<file path="src/rtl/ram_arb_pkg.sv">
// ram_arb_pkg: shared state encoding, port ids and default widths for
// the two-port RAM arbiter.
package ram_arb_pkg;

    localparam int RAM_ADDR_W = 16;
    localparam int RAM_DATA_W = 32;

    localparam logic PORT_IFETCH = 1'b0;
    localparam logic PORT_DATA   = 1'b1;

    typedef enum logic [1:0] {
        IDLE  = 2'd0,
        ISSUE = 2'd1,
        WAIT  = 2'd2,
        RESP  = 2'd3
    } state_t;

endpackage

</file>
<file path="src/rtl/rr_arb2.sv">
// rr_arb2: two-way request pick with last-grant memory.
// Define RAM_ARB_FIXED_PRIO_EN to make port 1 win every tie.
module rr_arb2
    import ram_arb_pkg::*;
(
    input  logic clk,
    input  logic rst,
    input  logic i_req0,
    input  logic i_req1,
    input  logic i_upd,
    output logic o_grant
);

    logic r_last;

`ifdef RAM_ARB_FIXED_PRIO_EN
    always_comb begin
        o_grant = i_req1 ? PORT_DATA : PORT_IFETCH;
    end

    // Last grant is meaningless here; it stays pinned to port 1.
    always_ff @(posedge clk) begin
        if (rst || i_upd) begin
            r_last <= PORT_DATA;
        end
    end
`else
    always_comb begin
        o_grant = PORT_IFETCH;
        if (i_req0 && i_req1) begin
            o_grant = ~r_last;
        end else if (i_req1) begin
            o_grant = PORT_DATA;
        end
    end

    always_ff @(posedge clk) begin
        if (rst) begin
            r_last <= PORT_DATA;
        end else if (i_upd) begin
            r_last <= o_grant;
        end
    end
`endif

endmodule

</file>
<file path="src/rtl/ram_arbiter.sv">
// ram_arbiter: req/ack arbiter and sequencer in front of the 64K x 32
// single-port RAM. Optional macro: RAM_ARB_FIXED_PRIO_EN (port 1 wins ties).
module ram_arbiter
    import ram_arb_pkg::*;
#(
    parameter int ADDR_W = RAM_ADDR_W,
    parameter int DATA_W = RAM_DATA_W
) (
    input  logic              clk,
    input  logic              rst,
    input  logic              req0,
    input  logic              we0,
    input  logic [ADDR_W-1:0] addr0,
    input  logic [DATA_W-1:0] wdata0,
    output logic              ack0,
    output logic [DATA_W-1:0] rdata0,
    input  logic              req1,
    input  logic              we1,
    input  logic [ADDR_W-1:0] addr1,
    input  logic [DATA_W-1:0] wdata1,
    output logic              ack1,
    output logic [DATA_W-1:0] rdata1,
    output logic              write_enable,
    output logic              read_enable,
    output logic [ADDR_W-1:0] address,
    output logic [DATA_W-1:0] data_input,
    input  logic [DATA_W-1:0] data_output
);

    state_t            r_state;
    state_t            w_next;
    logic              r_port;
    logic              r_we;
    logic [ADDR_W-1:0] r_addr;
    logic [DATA_W-1:0] r_wdata;
    logic [DATA_W-1:0] r_rdata0;
    logic [DATA_W-1:0] r_rdata1;
    logic              w_grant;
    logic              w_take;

    assign w_take = (r_state == IDLE) && (req0 || req1);

    rr_arb2 u_arb (
        .clk     (clk),
        .rst     (rst),
        .i_req0  (req0),
        .i_req1  (req1),
        .i_upd   (w_take),
        .o_grant (w_grant)
    );

    always_ff @(posedge clk) begin
        if (rst) begin
            r_state <= IDLE;
        end else begin
            r_state <= w_next;
        end
    end

    always_comb begin
        w_next = r_state;
        unique case (r_state)
            IDLE:    w_next = w_take ? ISSUE : IDLE;
            ISSUE:   w_next = r_we ? RESP : WAIT;
            WAIT:    w_next = RESP;
            RESP:    w_next = IDLE;
            default: w_next = IDLE;
        endcase
    end

    // Request fields are only looked at when a grant is taken in IDLE.
    always_ff @(posedge clk) begin
        if (rst) begin
            r_port   <= PORT_IFETCH;
            r_we     <= 1'b0;
            r_addr   <= '0;
            r_wdata  <= '0;
            r_rdata0 <= '0;
            r_rdata1 <= '0;
        end else if (w_take) begin
            r_port  <= w_grant;
            r_we    <= w_grant ? we1 : we0;
            r_addr  <= w_grant ? addr1 : addr0;
            r_wdata <= w_grant ? wdata1 : wdata0;
        end else if (r_state == WAIT) begin
            if (r_port == PORT_DATA) begin
                r_rdata1 <= data_output;
            end else begin
                r_rdata0 <= data_output;
            end
        end
    end

    always_comb begin
        read_enable  = 1'b0;
        write_enable = 1'b0;
        ack0         = 1'b0;
        ack1         = 1'b0;
        unique case (r_state)
            ISSUE: begin
                read_enable  = !r_we;
                write_enable = r_we;
            end
            RESP: begin
                ack0 = (r_port == PORT_IFETCH);
                ack1 = (r_port == PORT_DATA);
            end
            default: begin
            end
        endcase
    end

    assign address    = r_addr;
    assign data_input = r_wdata;
    assign rdata0     = r_rdata0;
    assign rdata1     = r_rdata1;

endmodule

</file>
<file path="config.mk">
export PLATFORM = sky130hd
export DESIGN_NAME = ram_arbiter
export DESIGN_NICKNAME = d
export VERILOG_FILES = /design/src/rtl/ram_arb_pkg.sv /design/src/rtl/rr_arb2.sv /design/src/rtl/ram_arbiter.sv
export SDC_FILE = /design/constraint.sdc
export NUM_CORES = 1
export LEC_CHECK = 0
export ABC_AREA = 1
export BUFFER_PORTS_ARGS = -buffer_cell sky130_fd_sc_hd__buf_2
export CAP_MARGIN = 10
export CORE_MARGIN = 2
export CORE_UTILIZATION = 50
export DETAILED_ROUTE_END_ITERATION = 10
export GPL_TIMING_DRIVEN = 0
export PLACE_DENSITY = 0.85
export SYNTH_ARGS = -nofsm -noshare
export SYNTH_HDL_FRONTEND = slang
export SYNTH_HIERARCHICAL = 1
export SYNTH_SLANG_ARGS = --single-unit
</file>
<file path="constraint.sdc">
create_clock -name clk -period 2.38 [get_ports clk]
set_input_delay 0.476 -clock clk [delete_from_list [all_inputs] [get_ports clk]]
set_output_delay 0.476 -clock clk [all_outputs]
set_load 0.01 [all_outputs]
</file>
==> reports/metrics.cfg, run 1 <==
[drt]
drc_errors=0
drt_iter0_markers=344
wl_per_cell_um=12.7
drt-pass1-iter-count=7
ant_nets=0
drt-total-wl_um=15300
routed-via-count=5654
via_per_inst=4.70

[finish]
area_growth_pct=38.9
final_core_util_pct=71.3
fin_area_um2=7360
fin_cells=1204
layout.nets=1194
final_cell_mix=265 x buf_2, 155 x inv_1, 133 x nor2_1, 122 x o21ai_0, 119 x nand2_1
final_common_cell=buf_2
diodes=0
layout-drive-gt1-share_pct=28.9

[timing]
fin_tns_setup_ns=0
finalCriticalPeriod_ns=2.14
fmax_mhz=466
relSlewSlack_pct=66.3
fin_worst_skew_ns=0.0111
setup_ws_ns=0.235
tightest_slew_ns=0.506
setup_viol_count_final=0
post-route-period-util_pct=90.1
rsz0062_at_grt=no
hold_violations=0
slew_violations=0

[critical_path]
path_class=register to primary output
worstPathArrival_ns=1.67
critPathSlowestCell=clkbuf_1
cp_cell_sequence=buf_6 -> clkbuf_1 -> nand2_1 -> inv_1 -> buf_2
cp.required_ns=1.90
critical-path-max-stage-delay_ns=0.39
setup.worst_path.start_class=register
crit_fanout=10
endpoint_kind=primary output

[cts]
cts_tree=yes
clkLatencyLatePin_ns=0.50
postCtsHoldBufs=0
cts_sinks=117
ctsLongestPathBuffers=2
cts_htree_levels=4
tritoncts.num_buffers=17
post_cts_buffers=0
clk_pin_slew_worst_paths_ns=0.05
cts_root_buffer=clkbuf_8
cts_resized=0

[global_route]
grt_pass1_wl_um=24100
busiest_layer=met2
grt_use_total_pct=26.5
grt_pass1_vias=5160
grt_use_met3_pct=7.11
grtUsageMet2_pct=47.6
overflow=0
grt_use_met1_pct=30.5
grt_max_degree=17
antenna_found_initial=0

[synth]
avgSynthCellArea_um2=6.73
syn_nets=926
mappedNetlistArea_um2=5300
ys_seq_area_share_pct=44.2
yosysWarnings=6
synth-seq-cells=117
yosysUniqueCellTypes=22
synth_flop_cell=dfxtp_1
synthCells=787
postSynth.asyncResetShare_pct=0
synth_edf_count=0

[pwr]
max-vdd-ir-drop_v=0.000491
power_density_nw_per_um2=924
p_leak_uw=0.00407

[die]
dieArea_um2=11400
num_rows=37
die_w_um=107
core_um2=10300
io_pins=250
die_h_um=107
initial_core_util_pct=51.3

[placement]
pre_cts_slack_ns=0.386
hpwl_um=11600
place_area_um2=6710
place_inst=1172
portBuffers=249
routabilityCongestion=0.856

[run]
maxCapViolations=0

[hold_path]
hp-class=primary input to register

[status]
outcome=completed

-- logic make-up after synthesis --
kind of cell    count (synthesis)  share of synthesized area (%)
buf+inv                       210                           16.1
flops                         117                           44.2
simple gates                  288                           22.6
compound gates                167                           15.9
fa+ha+maj                       5                           1.18
-- per-stage QoR --
step | total power (µW) | hold WS (ns)
floorplan | 3400 | 0.426
global placement | 4020 | 0.444
detailed placement | 4060 | 0.465
CTS | 6840 | 0.212
global route | 7140 | 0.214
finish | 6800 | 0.219
-- sequential cells by signal, indices dropped and copies added, names as in the netlist --
name,cells
data_input,32
r_state,2
r_we,1
address,16
r_port,1
rdata1,32
u_arb/r_last,1
rdata0,32
-- synth_stat cells, types with 4 or more instances --
master | instances | area [µm²]
dfxtp_1 | 117 | 2340
nand2_1 | 119 | 447
o21ai_0 | 122 | 611
inv_1 | 155 | 582
o21ai_1 | 8 | 40.0
buf_2 | 16 | 80.1
buf_4 | 4 | 30.0
clkbuf_1 | 25 | 93.8
buf_1 | 4 | 15.0
nand4_1 | 32 | 200
a21oi_1 | 35 | 175
ha_1 | 5 | 62.6
buf_6 | 4 | 45.0
nor2_1 | 133 | 499
-- layout make-up --
cell class / instances / area, µm²
fillers: 897 / 2970
clock buffers: 20 / 445
multi-input cells: 460 / 2100
clock inverters: 12 / 199
repair buffers: 249 / 1250
well taps: 136 / 170
flip-flops and latches: 117 / 2340
inverters: 156 / 586
plain buffers: 54 / 269
-- where the power goes --
| part | switching (µW) | internal (µW) | leakage [µW] | total (µW) |
|---|---|---|---|---|
| combinational | 1010 | 601 | 0.00279 | 1610 |
| sequential | 157 | 2260 | 0.000960 | 2420 |
| clock | 904 | 1870 | 0.000316 | 2770 |
-- critical path: cells and delay by family, from the launching register on --
kind                   cells  cell delay [ns]
AND/OR/NAND/NOR            1             0.09
buffers and inverters      4             0.78
flip-flops                 1             0.32
-- path summary, 6_finish.rpt --
path | startpoint | end | slack [ns] | cells past startpoint
min | rst | r_state[1] | 0.22 | 2
max | r_port | ack1 | 0.24 | 5
min reg2reg | u_arb/r_last | u_arb/r_last | 0.47 | 2
max reg2reg | u_arb/r_last | data_input[24] | 0.71 | 7
-- routing by layer --
metal	vias to the layer above	routed length, µm
met4	0	289
met5	-	0
met3	27	1190
li1	2946	-
met2	235	7650
met1	2446	6200
Note: power is estimated with default switching activity, not from simulation.
==> run 2, diff against run 1 <==
--- a/config.mk
+++ b/config.mk
@@ -11,6 +11,5 @@
 export CORE_MARGIN = 2
-export CORE_UTILIZATION = 50
+export CORE_UTILIZATION = 30
 export DETAILED_ROUTE_END_ITERATION = 10
 export GPL_TIMING_DRIVEN = 0
-export PLACE_DENSITY = 0.85
 export SYNTH_ARGS = -nofsm -noshare
--- a/constraint.sdc
+++ b/constraint.sdc
@@ -3,2 +3,2 @@
 set_output_delay 0.476 -clock clk [all_outputs]
-set_load 0.01 [all_outputs]
+set_load 0.05 [all_outputs]
==> run 2 against run 1 <==
Clock skew down 0.0045 ns. Combinational power grew 56%. Sequential share of layout area shrank 0.24 points. Critical path depth unchanged. Register-to-register slack about the same. Critical path type unchanged. Largest cell class unchanged. Largest power group unchanged.
==> reports/metrics.cfg, run 2 (same netlist as run 1, synthesis figures left out) <==
[status]
outcome=completed

[cts]
clk_pin_slew_worst_paths_ns=0.05
post_cts_buffers=0
clkLatencyLatePin_ns=0.42
cts_htree_levels=4
tritoncts.num_buffers=17
ctsLongestPathBuffers=2
cts_tree=yes
postCtsHoldBufs=0
cts_sinks=117
cts_root_buffer=clkbuf_16
cts_resized=0

[die]
core_um2=17300
initial_core_util_pct=30.6
die_h_um=137
die_w_um=137
num_rows=48
dieArea_um2=18700
io_pins=250

[hold_path]
worstHoldStart=data_output[27]
min_to=rdata0[27]
hp-class=primary input to register
min_path_cells=3

[drt]
drt-pass1-iter-count=7
routed-via-count=5632
ant_nets=0
drt_iter0_markers=180
wl_per_cell_um=12.9
drt-total-wl_um=16600
drc_errors=0
via_per_inst=4.36

[global_route]
overflow=0
grt_max_degree=17
grt_pass1_vias=5082
antenna_found_initial=0
grt_pass1_wl_um=25500
grt_use_total_pct=17.6

[placement]
portBuffers=249
place_area_um2=6820
hpwl_um=12700
routabilityCongestion=0.791

[timing]
tightest_slew_ns=0.534
finalCriticalPeriod_ns=2.23
relSlewSlack_pct=64.4
fin_tns_setup_ns=0
rsz0062_at_grt=no
slew_violations=0
setup_viol_count_final=0
hold_violations=0
post-route-period-util_pct=93.5
fmax_mhz=449
fin_hold_ws_ns=0.318
fin_worst_skew_ns=0.00655

[critical_path]
timing.rr.end=u_arb/r_last
reg2reg_from=r_state[0]
crit_fanout=10
path_class=register to primary output
cp.required_ns=1.90
worstPathArrival_ns=1.75
worstRegToRegCells=9
rrSetupSlack_ns=0.70
endpoint_kind=primary output
setup.worst_path.start_class=register

[finish]
final_core_util_pct=42.9
layout.nets=1194
final_common_cell=buf_2
diodes=0
area_growth_pct=39.9
final_cell_mix=265 x buf_2, 155 x inv_1, 133 x nor2_1, 122 x o21ai_0, 119 x nand2_1
layout-drive-gt1-share_pct=28.8
fin_area_um2=7410

[pwr]
p_total_uw=7470
max-vdd-ir-drop_v=0.000510
power_density_nw_per_um2=1010
p_leak_uw=0.00404

[run]
maxCapViolations=0

## run 2: changes by cell type in the layout (fill, tap and decap cells not counted)
cell	delta
bufinv_16	-3
clkbuf_1	+1
clkbuf_8	+1
clkinv_4	-1
clkinv_2	+2
clkbuf_16	+1
clkinvlp_4	+1
inv_6	-2
## run 2: how the worst max path moves through the flow
| stage | cells past startpoint | endpoint | slack [ns] | from |
|---|---|---|---|---|
| floorplan | 3 | ack0 | 0.60 | r_port |
| global placement | 8 | data_input[23] | 0.39 | req0 |
| detailed placement | 8 | data_input[22] | 0.40 | req0 |
| CTS | 5 | ack1 | 0.10 | r_port |
| global route | 5 | ack1 | 0.00007 | r_port |
| finish | 5 | ack1 | 0.15 | r_port |
## run 2: routing by layer
metal	track usage, %	vias to the layer above	wire [µm]	share of wire, %
li1	-	2952	-	-
met1	21.4	2459	7480	45
met2	29.4	212	7670	46
met3	6.33	9	1360	8.2
met4	4.98	0	141	0.85
met5	0	-	0	0
## run 2: per-stage QoR
stage               setup WS, ns  instances
finish                     0.154       1293
detailed placement         0.401       1261
global route           0.0000717       1293
global placement           0.390       1261
CTS                        0.104       1293
floorplan                  0.602        787
## run 2: layout make-up
cell class	instances	area, µm²
plain buffers	54	269
repair buffers	249	1250
inverters	156	586
clock buffers	23	488
fillers	1854	9880
flip-flops and latches	117	2340
multi-input cells	460	2100
clock inverters	9	100
well taps	225	282
## run 2: power breakdown
| group | switching [µW] | total, µW | internal (µW) |
|---|---|---|---|
| registers | 149 | 2410 | 2260 |
| clock network | 905 | 2550 | 1640 |
| logic | 1900 | 2510 | 605 |
| total | 2960 | 7470 | 4510 |
## run 2: worst max-delay path: stages (launching register included)
cell and delay (ns):
dfxtp_1 0.32, buf_6 0.17, clkbuf_1 0.40, nand2_1 0.11, inv_1 0.06, buf_2 0.27
==> run 3, diff against run 2 <==
- PLACE_DENSITY_LB_ADDON: default -> 0.2
- SYNTH_HIERARCHICAL: 1 -> default
==> run 3 against run 2 <==
Combinational power rose by 3%. Sequential power barely moved. Area after synthesis increased by 1.1%. Flip-flop and latch count is the same. Die area increased by 1.0%. Power is 5.5% higher. Final area grew 1.7%. Via count increased by 0.37%. Wire length rose by 3.7%. Register-to-register slack got worse by 0.11 ns. Synthesized cell count up 5.7%.
==> reports/metrics.cfg, run 3 <==
[status]
outcome=completed

[finish]
final_core_util_pct=43.4
final_common_cell=buf_2
area_growth_pct=40.8
diodes=0
fin_area_um2=7540
layout.nets=1239
final_cell_mix=262 x buf_2, 182 x nor2_1, 168 x nand2_1, 154 x inv_1, 117 x dfxtp_1
layout-drive-gt1-share_pct=26.6

[synth]
synth.top_cell.area_share_pct=43.8
yosysUniqueCellTypes=18
synth_top_family_by_area=simple AND/OR/NAND/NOR gates
synth_common_cells=182 x nor2_1, 168 x nand2_1, 154 x inv_1
synth.area.mux_share_pct=0
synth.largest_area_cell=dfxtp_1
syn_nets=971
synth-seq-cells=117
synth_most_common_cell=nor2_1
ys_seq_area_share_pct=43.8
synth-simple-area-share_pct=28.8
synth_flop_cell=dfxtp_1
synth_xor_area_share_pct=0
postSynth.asyncResetShare_pct=0
yosysWarnings=0
synth_compound_area_share_pct=11.2
synthCells=832
avgSynthCellArea_um2=6.43
synth_edf_count=0
mappedNetlistArea_um2=5350
synth_fa_ha_area_share_pct=1.17
synthTopCellsByArea=dfxtp_1 44%, nor2_1 13%, nand2_1 12%

[timing]
finalCriticalPeriod_ns=2.20
tightest_slew_ns=0.548
post-route-period-util_pct=92.4
setup_ws_ns=0.181
slew_violations=0
fin_tns_setup_ns=0
fin_worst_skew_ns=0.00945
relSlewSlack_pct=63.5
setup_viol_count_final=0
rsz0062_at_grt=no
fmax_mhz=455
hold_violations=0

[critical_path]
worstPathArrival_ns=1.72
endpoint_kind=primary output
crit_fanout=10
path_class=register to primary output
setup.worst_path.start_class=register
cp.required_ns=1.90

[die]
num_rows=48
core_um2=17400
initial_core_util_pct=30.8
dieArea_um2=18900
io_pins=250
die_w_um=138
die_h_um=138

[placement]
place_area_um2=6880
pre_cts_slack_ns=0.477
routabilityCongestion=0.790
portBuffers=249
hpwl_um=13100

[cts]
cts_resized=0
postCtsHoldBufs=0
cts_root_buffer=clkbuf_16
post_cts_buffers=0
clkLatencyLatePin_ns=0.42
cts_sinks=117
clk_pin_slew_worst_paths_ns=0.05
tritoncts.num_buffers=17
cts_tree=yes
ctsLongestPathBuffers=2
cts_htree_levels=4

[drt]
via_per_inst=4.23
drt-pass1-iter-count=4
ant_nets=0
wl_per_cell_um=12.9
drt_iter0_markers=168
routed-via-count=5653
drc_errors=0
drt-total-wl_um=17300

[pwr]
max-vdd-ir-drop_v=0.000488
power_density_nw_per_um2=1050
p_total_uw=7880
p_leak_uw=0.00429

[global_route]
grt_max_degree=17
grt_use_total_pct=18.5
antenna_found_initial=1
grt_pass1_wl_um=26900
overflow=0
grt_pass1_vias=5373

[run]
maxCapViolations=0

[hold_path]
hp-class=primary input to register

[run 3: changes by cell type after synthesis, sizes merged, moves of 9 or more]
cell / before / now
o21ai: 131 / 82
nand2: 119 / 168
nor2: 134 / 183
buf: 28 / 17
clkbuf: 26 / 35
[run 3: metal layers]
layer  routed length [µm]  GRT usage (%)  vias to the layer above
met5                    7              0                        -
met4                  272           6.30                        2
met3                 1480           6.70                       19
met2                 7990           30.7                      179
met1                 7510           22.0                     2419
li1                     -              -                     3034
[run 3: kinds of logic (layout without fill, tap and decap cells)]
family	count (synthesis)	after routing
simple gates	386	386
buf+inv	207	486
compound gates	117	117
flops	117	117
fa+ha+maj	5	5
[run 3: critical path: stages (launching register included)]
cell      delay (ns)
dfxtp_1         0.30
buf_2           0.25
clkbuf_1        0.36
nand2_1         0.09
inv_1           0.06
buf_2           0.25
[run 3: where the power goes]
group          switching, µW  internal (µW)
clock network            917           1960
registers                150           2270
logic                   1970            609
total                   3040           4840
[run 3: final cells by class]
type                    count  area (µm²)
fillers                  1875        9820
flip-flops and latches    117        2340
multi-input cells         508        2200
repair buffers            249        1250
inverters                 155         582
clock buffers              22         484
well taps                 225         282
plain buffers              52         226
clock inverters             8         171
[run 3: stage by stage]
stage | instances | hold slack, ns
5_1_grt | 1336 | 0.275
2_1_floorplan | 832 | 0.429
6_report | 1336 | 0.274
3_5_place_dp | 1306 | 0.468
4_1_cts | 1336 | 0.269
3_3_place_gp | 1306 | 0.459
[run 3: path summary, 6_finish.rpt]
| kind | startpoint | to | slack (ns) | cells past startpoint |
|---|---|---|---|---|
| setup / recovery | r_port | ack1 | 0.18 | 5 |
| hold / removal | rst | r_state[1] | 0.27 | 2 |
| setup reg to reg | r_state[0] | data_input[5] | 0.59 | 9 |
| hold reg to reg | u_arb.r_last | u_arb.r_last | 0.47 | 2 |
